$ cat src/rtl/serial_add_seq.sv
// Bit-serial adder: one full-adder cell processes one operand bit pair per clock,
// LSB first, with the carry held in a flip-flop between bits.

module fulladder_new (
    input  logic x,
    input  logic y,
    input  logic c_in,
    output logic s,
    output logic c_out
);
    assign s     = x ^ y ^ c_in;
    assign c_out = (x & y) | (c_in & (x ^ y));
endmodule

module serial_add_seq #(
    parameter int WIDTH = 8
) (
    input  logic             clk,
    input  logic             rst_n,
    input  logic             start,
    input  logic [WIDTH-1:0] a,
    input  logic [WIDTH-1:0] b,
    input  logic             c_in0,
    output logic             busy,
    output logic             done,
    output logic [WIDTH-1:0] sum,
    output logic             c_out,
    output logic             ovf
);
    localparam int CW = (WIDTH > 1) ? $clog2(WIDTH) : 1;
    localparam logic [CW-1:0] LAST = CW'(WIDTH - 1);

    typedef enum logic [1:0] {
        IDLE = 2'd0,
        RUN  = 2'd1,
        DONE = 2'd2
    } state_t;

    state_t           state, state_next;
    logic [WIDTH-1:0] a_sh, b_sh, s_sh;
    logic             carry_q;
    logic [CW-1:0]    cnt;
    logic             fa_s, fa_c;
    logic [WIDTH-1:0] s_shifted;

    fulladder_new u_fa (
        .x     (a_sh[0]),
        .y     (b_sh[0]),
        .c_in  (carry_q),
        .s     (fa_s),
        .c_out (fa_c)
    );

    assign s_shifted = {fa_s, s_sh[WIDTH-1:1]};
    assign busy      = (state == RUN);

    always_ff @(posedge clk or negedge rst_n) begin
        if (!rst_n) state <= IDLE;
        else        state <= state_next;
    end

    always_comb begin
        state_next = state;
        case (state)
            IDLE:    if (start) state_next = RUN;
            RUN:     if (cnt == LAST) state_next = DONE;
            DONE:    state_next = IDLE;
            default: state_next = IDLE;
        endcase
    end

    always_ff @(posedge clk or negedge rst_n) begin
        if (!rst_n) begin
            a_sh    <= '0;
            b_sh    <= '0;
            s_sh    <= '0;
            carry_q <= 1'b0;
            cnt     <= '0;
            sum     <= '0;
            c_out   <= 1'b0;
            ovf     <= 1'b0;
            done    <= 1'b0;
        end else begin
            done <= 1'b0;
            case (state)
                IDLE: begin
                    if (start) begin
                        a_sh    <= a;
                        b_sh    <= b;
                        carry_q <= c_in0;
                        cnt     <= '0;
                    end
                end
                RUN: begin
                    s_sh    <= s_shifted;
                    a_sh    <= {1'b0, a_sh[WIDTH-1:1]};
                    b_sh    <= {1'b0, b_sh[WIDTH-1:1]};
                    carry_q <= fa_c;
                    cnt     <= cnt + 1'b1;
                    // Last bit: carry_q is the carry into the MSB, fa_c the carry out.
                    if (cnt == LAST) begin
                        sum   <= s_shifted;
                        c_out <= fa_c;
                        ovf   <= carry_q ^ fa_c;
                        done  <= 1'b1;
                    end
                end
                default: ;
            endcase
        end
    end
endmodule

$ cat config.mk
export PLATFORM = sky130hd
export DESIGN_NAME = serial_add_seq
export DESIGN_NICKNAME = d
export VERILOG_FILES = /design/src/rtl/serial_add_seq.sv
export SDC_FILE = /design/constraint.sdc
export NUM_CORES = 1
export LEC_CHECK = 0
export BUFFER_PORTS_ARGS = -buffer_cell sky130_fd_sc_hd__buf_2
export CAP_MARGIN = 25
export CORE_MARGIN = 2
export CORE_UTILIZATION = 49
export DETAILED_ROUTE_END_ITERATION = 12
export GPL_TIMING_DRIVEN = 1
export PLACE_DENSITY = 0.74
export SLEW_MARGIN = 20
export SYNTH_ARGS = -nofsm -noshare
export SYNTH_HDL_FRONTEND = slang
export SYNTH_HIERARCHICAL = 1
export SYNTH_SLANG_ARGS = --single-unit
$ cat constraint.sdc
create_clock -name clk -period 1.6 [get_ports clk]
set_clock_uncertainty 0.15 [all_clocks]
set_input_delay 0.08 -clock clk [delete_from_list [all_inputs] [get_ports clk]]
set_output_delay 0.08 -clock clk [all_outputs]
set_load 0.02 [all_outputs]
Word level (Yosys, flattened, before mapping) --
Index checks and enable logic that the tools add are counted.
Storage, ports and cells: logic and storage cells 39, memory bits (read-only) 0, register bits after elaboration 41, memory bits (writable) 0, memories kept 0, output and inout bits 12, latch bits 0, input port bits 20
Cells by class: divide/modulo/power cells 0, multiply operators 0, bitwise logic cells 6, shifts and indexed selects 0, equal/unequal tests 4, multiplexer cells 13, add/sub/neg operators 1, reduce and logical (&&, ||, !) cells 5, magnitude comparators 0
Operators with widths (number):
- one-hot mux 8 bit (2 select lines) | 2
- 2-to-1 mux 8 bit | 2
- one-hot mux 3 bit (2 select lines) | 1
- AND reduction 2 bit | 3
- 2-to-1 mux 2 bit | 2
- one-hot mux 2 bit (2 select lines) | 1
- adder 3 x 1 -> 3 bit (second input constant) | 1
- equality test 3 bit (second input constant) | 1
- 2-to-1 mux 1 bit | 3
- 2-to-1 mux 3 bit | 1
- bitwise XOR 1 bit | 3
- AND 1 bit | 2
- equality test 2 x 1 -> 1 bit (second input constant) | 1
- logical NOT 2 bit | 1
- != test 2 x 1 -> 1 bit (second input constant) | 1
- != test 2 bit (second input constant) | 1
- one-hot mux 1 bit (2 select lines) | 1
- nonzero test 2 bit | 1
- bitwise OR 1 bit | 1

Longest topological paths before layout --
Gate-level depths: netlist of run 1.
depth in word-level cells 4, mapped depth 6

Hierarchy --
Netlist of run 1, hierarchy kept.
Modules (own cells, without submodules):
- serial_add_seq | cells each 143, seq. area each 1001.0 um2, instances 1, area an instance 1746.7 um2
- fulladder_new | cells each 1, seq. area each 0.0 um2, instances 1, area an instance 20.0 um2

Least setup slack after synthesis of run 1 --
OpenSTA, ideal clock, no wires.
path kind register to register, from reg cnt[0], to reg sum[0], period minus slack after synthesis 1.594 ns, slack 0.006 ns, stages on the path, launching flop included 6, setup time 0.125 ns, arrival time 1.320 ns, cell sequence dfrtp_1 ha_1 ha_1 nand3b_4 buf_6 mux2_2
On the way: cells in the longest elaborated chain, start to end 2
Ends and longest elaborated chain:
- from (decl) | line 42 | logic [CW-1:0] cnt;
- from (signal assigned) | line 99 | cnt <= cnt + 1'b1;
- equality test 3 bit | line 101 | if (cnt == LAST) begin
- AND reduction 2 bit (no source line)
- to (signal assigned) | line 102 | sum <= s_shifted;
- to (decl) | line 26 | output logic [WIDTH-1:0] sum,
Every way passes these cells. A chain may end at the register's enable or synchronous reset.

Worst setup path in the final report of run 1 --
from reg cnt[0], to reg c_out
On the way: cells in the longest elaborated chain, start to end 2
Ends and longest elaborated chain:
- equality test 3 bit | line 101
- AND reduction 2 bit (no source line)
- to (signal assigned) | line 80 | c_out <= 1'b0;
- to (signal assigned) | line 103 | c_out <= fa_c;
- to (decl) | line 27 | output logic c_out,
Every way passes these cells.

==> reports/summary.txt, run 1 <==
Die height -> 64.0 µm
DRC errors left -> 0
Largest net degree at the start of global routing -> 41
CTS root buffer -> clkbuf_4
Vias after detailed routing -> 1,346
Critical Path Fanout Max -> 7
Vias in the first global route -> 1,396
Mapped Nets -> 167
Net Sw Frac -> 0.357
Tcrit/Tclk final -> 0.962
Internal Power -> 2780 µW
Cell area after placement -> 0.00195 mm²
Worst VDD drop -> 0.889 mV
Clock power frac -> 0.150
Total CTS buffers -> 5
Vias per cell -> 5.41
MaxCap Viol Count -> 0
Die area -> 0.00410 mm²
Crit-path slowest cell -> dfrtp_1
Setup Viol. Count Final -> 0
Worst EP arrival -> 1620 ps
H-tree depth -> 2
Worst path bufs/invs -> 0
Max Clk Rate -> 650 MHz
Tot GR Track Use -> 0.198
Total of warnings raised by yosys -> 6
Post-synth EDFFs -> 0
Status -> finished, final reports clean
Mapped Cells -> 144
Leak Pwr -> 0.00106 µW
Nature of the critical path startpoint -> flip-flop
Final hold slack -> 162 ps
Net switching power -> 1540 µW
Worst-Margin Slew -> 494 ps
Die width -> 64.0 µm
WL final -> 3.67 mm
CTS tree -> done
Wire per inst -> 14.8 µm
Post-synthesis cell area -> 0.00177 mm²
P&R area growth vs syn -> 30.3%
Io pins -> 32
Ys async rst share -> 1.00
RePlAce Congestion -> 0.784
Total gr overflow -> 0
Largest area contributor in the netlist -> dfrtp_1
Slew margin rel. -> 0.671
Syn avg cell area -> 12.3 µm²
Diode count -> 0
First-pass GRT wire length -> 6.22 mm
Sequential power share -> 0.421
Core Area -> 0.00339 mm²
Setup TNS -> 0 ps
WP data required -> 1680 ps
Post-synth top area share -> 0.567
Top FF cell, synth -> dfrtp_1
Initial Util -> 0.521
Hold WC Path Type -> in2async
Clock tree buffer depth -> 2
Power Dens Cells -> 1880 mW/mm²
Synthesis-stage register bit count -> 40
Clock sinks -> 40
Crit path max-delay family -> flip-flops
Clock transition at path regs -> 110 ps
RSZ-0062 raised after global routing -> no
Num rows -> 21
Drt first pass iters -> 4
Antenna violations before repair -> 0
Final Instance Area -> 0.00230 mm²
Fin nets -> 225
Netlist cell types -> 26
Placement Setup Slack -> -8.55 ps
I/O Buffers -> 31
Worst path max stage delay -> 410 ps
Final Core Density -> 0.679
CP endpoint kind -> flip-flop
Critical path class -> reg2reg
Final HPWL DP -> 2.23 mm
Worst skew pair latency -> 350 ps
Final hold viol count -> 0
Final ANT Viol Nets -> 0
Final Slew Violations -> 0
Ratio of cells with drive above 1 in the final layout -> 0.360
Fin crit period -> 1540 ps
Top-count cell post-synth -> dfrtp_1
DRT iter0 DRCs -> 35
Seq/Total Area, Yosys -> 0.567
Logic pwr share -> 0.429
Top cells by count, synth -> dfrtp_1, o22ai_1, a21oi_1, mux2_2, o21ai_0
Final worst slack -> 60.7 ps
Critical Path, Cell by Cell -> ha_2 > ha_4 > nand3b_4 > mux2_2
Ranking of synthesized cells by area -> dfrtp_1, o22ai_1, mux2_2
power groups by stage:
stage,Combinational (µW),Sequential [µW],Clock (µW)
after floorplan,1180,1900,0
after global placement,1560,1810,0
after detailed placement,1620,1840,0
after CTS,1680,1830,661
after global routing,2040,1890,716
final,1850,1820,646
registers in the layout, summed over array words and instances (netlist names):
name / cells
b_sh: 8
s_sh: 7
done: 1
state: 2
a_sh: 8
cnt: 3
carry_q: 1
sum: 8
ovf: 1
c_out: 1
repair_timing:
item | CTS | global route
hold buffers | 19 | 0
setup endpoints to repair | 10 | 14
hold endpoints to repair | 58 | 0
pin swaps | 0 | 1
setup buffers | 0 | 5
gates resized for setup | 2 | 4
cloned | 1 | 0
layout make-up:
class	instances	area (µm²)
inverter	5	18.8
tap	46	57.6
clock inverter	2	35.0
clock buffer	6	41.3
sequential	40	1000
timing repair buffer	61	453
multi-input combinational	89	694
fill	262	1090
routing by layer:
metal	up-vias	wire length [µm]	track usage
met2	50	1820	0.341
met3	7	207	0.0616
met1	645	1580	0.234
met5	-	0	0
met4	0	66	0.0652
li1	644	-	-
cell usage in the layout, fill, tap and decap left out:
cell	Yosys	routed
clkinv_2	0	1
clkbuf_4	0	5
ha_2	0	1
xnor2_1	1	1
clkbuf_1	1	1
buf_2	3	31
o21ai_0	7	7
buf_12	0	2
fa_1	1	1
ha_4	0	1
nand3b_4	1	2
mux2_4	4	4
or2_2	1	1
a22o_1	2	2
dfrtp_2	0	1
nor4b_1	1	1
dlygate4sd3_1	0	19
dfrtp_1	40	39
inv_1	5	5
nor2b_1	1	1
nor3_1	1	1
buf_4	3	9
a21oi_1	16	16
nor2_1	3	3
nand2b_2	0	1
nand2_1	4	4
mux2_2	12	12
bufinv_16	0	1
and2b_1	1	1
nand2b_4	1	1
o22ai_1	28	28
final timing paths:
kind	from	endpoint	slack [ps]	cells after the start
max	cnt[0]$_DFFE_PN0P_	c_out$_DFFE_PN0P_	60	4
min	rst_n	sum[1]$_DFFE_PN0P_	160	3
max reg2reg	cnt[0]$_DFFE_PN0P_	c_out$_DFFE_PN0P_	60	4
min reg2reg	ovf$_DFFE_PN0P_	ovf$_DFFE_PN0P_	350	2
max in group asynchronous	rst_n	state[0]$_DFFE_PN0P_	780	3
min in group clk	ovf$_DFFE_PN0P_	ovf$_DFFE_PN0P_	350	2
kinds of logic (layout without fill, tap and decap cells):
group,Yosys count,in the layout,synth area share
fa+ha+maj,3,3,0.0255
flops,40,40,0.567
compound gates,53,53,0.174
simple gates,15,16,0.0567
mux,16,16,0.110
xor+xnor,1,1,0.00496
buf+inv,16,74,0.0616
metrics by stage:
stage / cells / total power (µW)
6_report: 249 / 4320
4_1_cts: 244 / 4170
3_3_place_gp: 216 / 3380
2_1_floorplan: 144 / 3070
3_5_place_dp: 216 / 3470
5_1_grt: 249 / 4640
worst min-delay path, cell delays in order:
cell and delay [ps]:
dlygate4sd3_1 520, buf_2 100, buf_4 420
Note: power is estimated with default switching activity, not from simulation.
==> inputs of run 2 (changes only) <==
--- a/config.mk
+++ b/config.mk
@@ -5,8 +5,9 @@
 export SDC_FILE = /design/constraint.sdc
 export NUM_CORES = 1
 export LEC_CHECK = 0
+export ABC_AREA = 1
 export BUFFER_PORTS_ARGS = -buffer_cell sky130_fd_sc_hd__buf_2
-export CAP_MARGIN = 25
+export CAP_MARGIN = 0
 export CORE_MARGIN = 2
 export CORE_UTILIZATION = 49
 export DETAILED_ROUTE_END_ITERATION = 12
==> run 2 against run 1 <==
Against the previous run: die area rose by 5.7%; wire length grew 0.65%; global-route usage increased by 0.29 points; worst hold slack worse by 110 ps; count of clock-buffer cells in the layout unchanged; clock power up 26%; non-clock buffer count fell by 8; largest power group unchanged.
==> reports/summary.txt, run 2 <==
Syn avg cell area -> 8.33 µm²
Critical Path Fanout Max -> 18
Nature of the critical path startpoint -> flip-flop
Largest registers -> a_sh: 8 flops, b_sh: 8 flops, sum: 8 flops
Fin nets -> 300
Synthesis-stage register bit count -> 40
Antenna violations before repair -> 0
CP endpoint kind -> flip-flop
Tot GR Track Use -> 0.201
Post-synthesis cell area -> 0.00187 mm²
Slew margin rel. -> 0.686
Max Clk Rate -> 684 MHz
DRC errors left -> 0
Post-synth EDFFs -> 0
Worst path max stage delay -> 490 ps
Hold Path Depth -> 5
Drt first pass iters -> 4
Leak Pwr -> 0.00131 µW
Sequential power share -> 0.401
Worst VDD drop -> 0.837 mV
Most Frequent Cell on Critical Path -> nand2_1
Setup Viol. Count Final -> 0
Vias in the first global route -> 1,471
Most common cell after layout, fill and taps aside -> nand2_1
Worst path bufs/invs -> 2
H-tree depth -> 2
Power Dens Cells -> 1830 mW/mm²
Die height -> 65.8 µm
Most frequent cells in the layout -> nand2_1, dfrtp_1, inv_1, buf_2, nand3_1
Critical path class -> reg2reg
Internal Power -> 2630 µW
Seq/Total Area, Yosys -> 0.534
Largest net degree at the start of global routing -> 23
Clock tree buffer depth -> 2
RSZ-0062 raised after global routing -> no
WP depth -> 6
Final hold viol count -> 0
R2r startpoint -> state[1]$_DFFE_PN0P_
Ys async rst share -> 1.00
Die width -> 65.8 µm
Mapped Cells -> 225
Num rows -> 22
WL final -> 3.70 mm
Final ANT Viol Nets -> 0
Ratio of cells with drive above 1 in the final layout -> 0.187
Crit path max-delay family -> flip-flops
Total of warnings raised by yosys -> 6
Worst skew pair latency -> 300 ps
Initial Util -> 0.512
WP data required -> 1640 ps
Io pins -> 32
I/O Buffers -> 31
CTS tree -> done
Core Area -> 0.00366 mm²
Net switching power -> 1720 µW
Total gr overflow -> 0
Post-synth top area share -> 0.534
Diode count -> 0
P&R area growth vs syn -> 27.0%
Post-CTS Setup Inserts -> 0
Logic pwr share -> 0.412
RePlAce Congestion -> 0.740
Clock transition at path regs -> 80 ps
Total Power -> 4360 µW
Net Sw Frac -> 0.395
DRT iter0 DRCs -> 78
Vias after detailed routing -> 1,557
Final Slew Violations -> 0
Mapped Nets -> 248
MaxCap Viol Count -> 0
Ranking of synthesized cells by area -> dfrtp_1, nand2_1, nand3_1
Total CTS buffers -> 5
Hold WC Path Type -> in2reg
Hold_sp -> start
Fin crit period -> 1460 ps
Netlist cell types -> 20
Worst-Margin Slew -> 471 ps
Crit-path slowest cell -> dfrtp_1
Final HPWL DP -> 2.30 mm
First-pass GRT wire length -> 6.62 mm
Tcrit/Tclk final -> 0.914
Largest area contributor in the netlist -> dfrtp_1
CTS root buffer -> clkbuf_8
Top cells by count, synth -> nand2_1, dfrtp_1, inv_1, nand3_1, o21ai_0
Top FF cell, synth -> dfrtp_1
Die area -> 0.00434 mm²
Vias per cell -> 4.78
Status -> finished, final reports clean
Critical Path, Cell by Cell -> inv_4 > nand2_8 > buf_4 > nand2_1 > nand3_1 > nand2_1
Wire per inst -> 11.3 µm
Path depth of the worst reg2reg path -> 6
Setup TNS -> 0 ps
Top-count cell post-synth -> nand2_1
Crit path from -> state[1]$_DFFE_PN0P_
Clock power frac -> 0.188
Clock sinks -> 40
Worst EP arrival -> 1500 ps
[run 2: final cells by class]
cell class / count / area (µm²)
clock buffers: 6 / 72.6
clock inverters: 2 / 35.0
fillers: 311 / 1280
inverters: 39 / 154
multi-input cells: 138 / 678
flip-flops and latches: 40 / 1000
well taps: 48 / 60.1
repair buffers: 53 / 378
[run 2: final timing paths]
check / to / slack (ps)
min in group asynchronous: s_sh[3]$_DFFE_PN0P_ / 120
max reg2reg: b_sh[3]$_DFFE_PN0P_ / 140
min reg2reg: sum[0]$_DFFE_PN0P_ / 320
min: a_sh[7]$_DFFE_PN0P_ / 50
max in group asynchronous: state[0]$_DFFE_PN0P_ / 700
max: b_sh[3]$_DFFE_PN0P_ / 140
[run 2: routing by layer]
layer  GRT usage  wire, µm  up-vias
li1            -         -      790
met1       0.258      1690      718
met2       0.330      1750       41
met3      0.0511       194        8
met4      0.0703        58        0
met5           0         0        -
[run 2: timing repair]
| action | CTS | global route |
|---|---|---|
| hold buffers | 18 | 0 |
| setup endpoints to repair | 0 | 7 |
| resized for setup | 0 | 3 |
| hold endpoints to repair | 57 | 0 |
[run 2: power groups by stage]
| stage | combinational, µW | clock [µW] | sequential [µW] |
|---|---|---|---|
| floorplan | 1250 | 0 | 1840 |
| global route | 2090 | 874 | 1810 |
| global placement | 1720 | 0 | 1750 |
| CTS | 1810 | 836 | 1740 |
| finish | 1790 | 817 | 1740 |
| detailed placement | 1770 | 0 | 1760 |
[run 2: stage by stage]
step | area [µm²] | hold slack, ps | setup slack, ps | util | instances
5_1_grt | 2380 | 72.9 | 1.74 | 0.650 | 326
3_5_place_dp | 2080 | -89.3 | 97.8 | 0.569 | 300
4_1_cts | 2370 | 48.3 | 78.0 | 0.648 | 326
6_report | 2380 | 48.8 | 138 | 0.650 | 326
3_3_place_gp | 2080 | -93.7 | 170 | 0.569 | 300
2_1_floorplan | 1870 | -366 | 170 | - | 225
[run 2: worst register-to-register path, stage by stage (launching register included)]
cell and delay, ps:
dfrtp_1 490, inv_4 140, nand2_8 130, buf_4 230
nand2_1 80, nand3_1 80, nand2_1 50
[run 2: cell families (layout without fill, tap and decap cells)]
kind of cell             Yosys count  after routing  share of synthesized area
flip-flops                        40             40                      0.534
XOR/XNOR                           1              1                    0.00467
AND/OR/NAND/NOR                  116            116                      0.279
adder cells (fa/ha/maj)            3              3                     0.0240
buffers and inverters             47            100                      0.108
AO/OA/AOI/OAI                     18             18                     0.0501
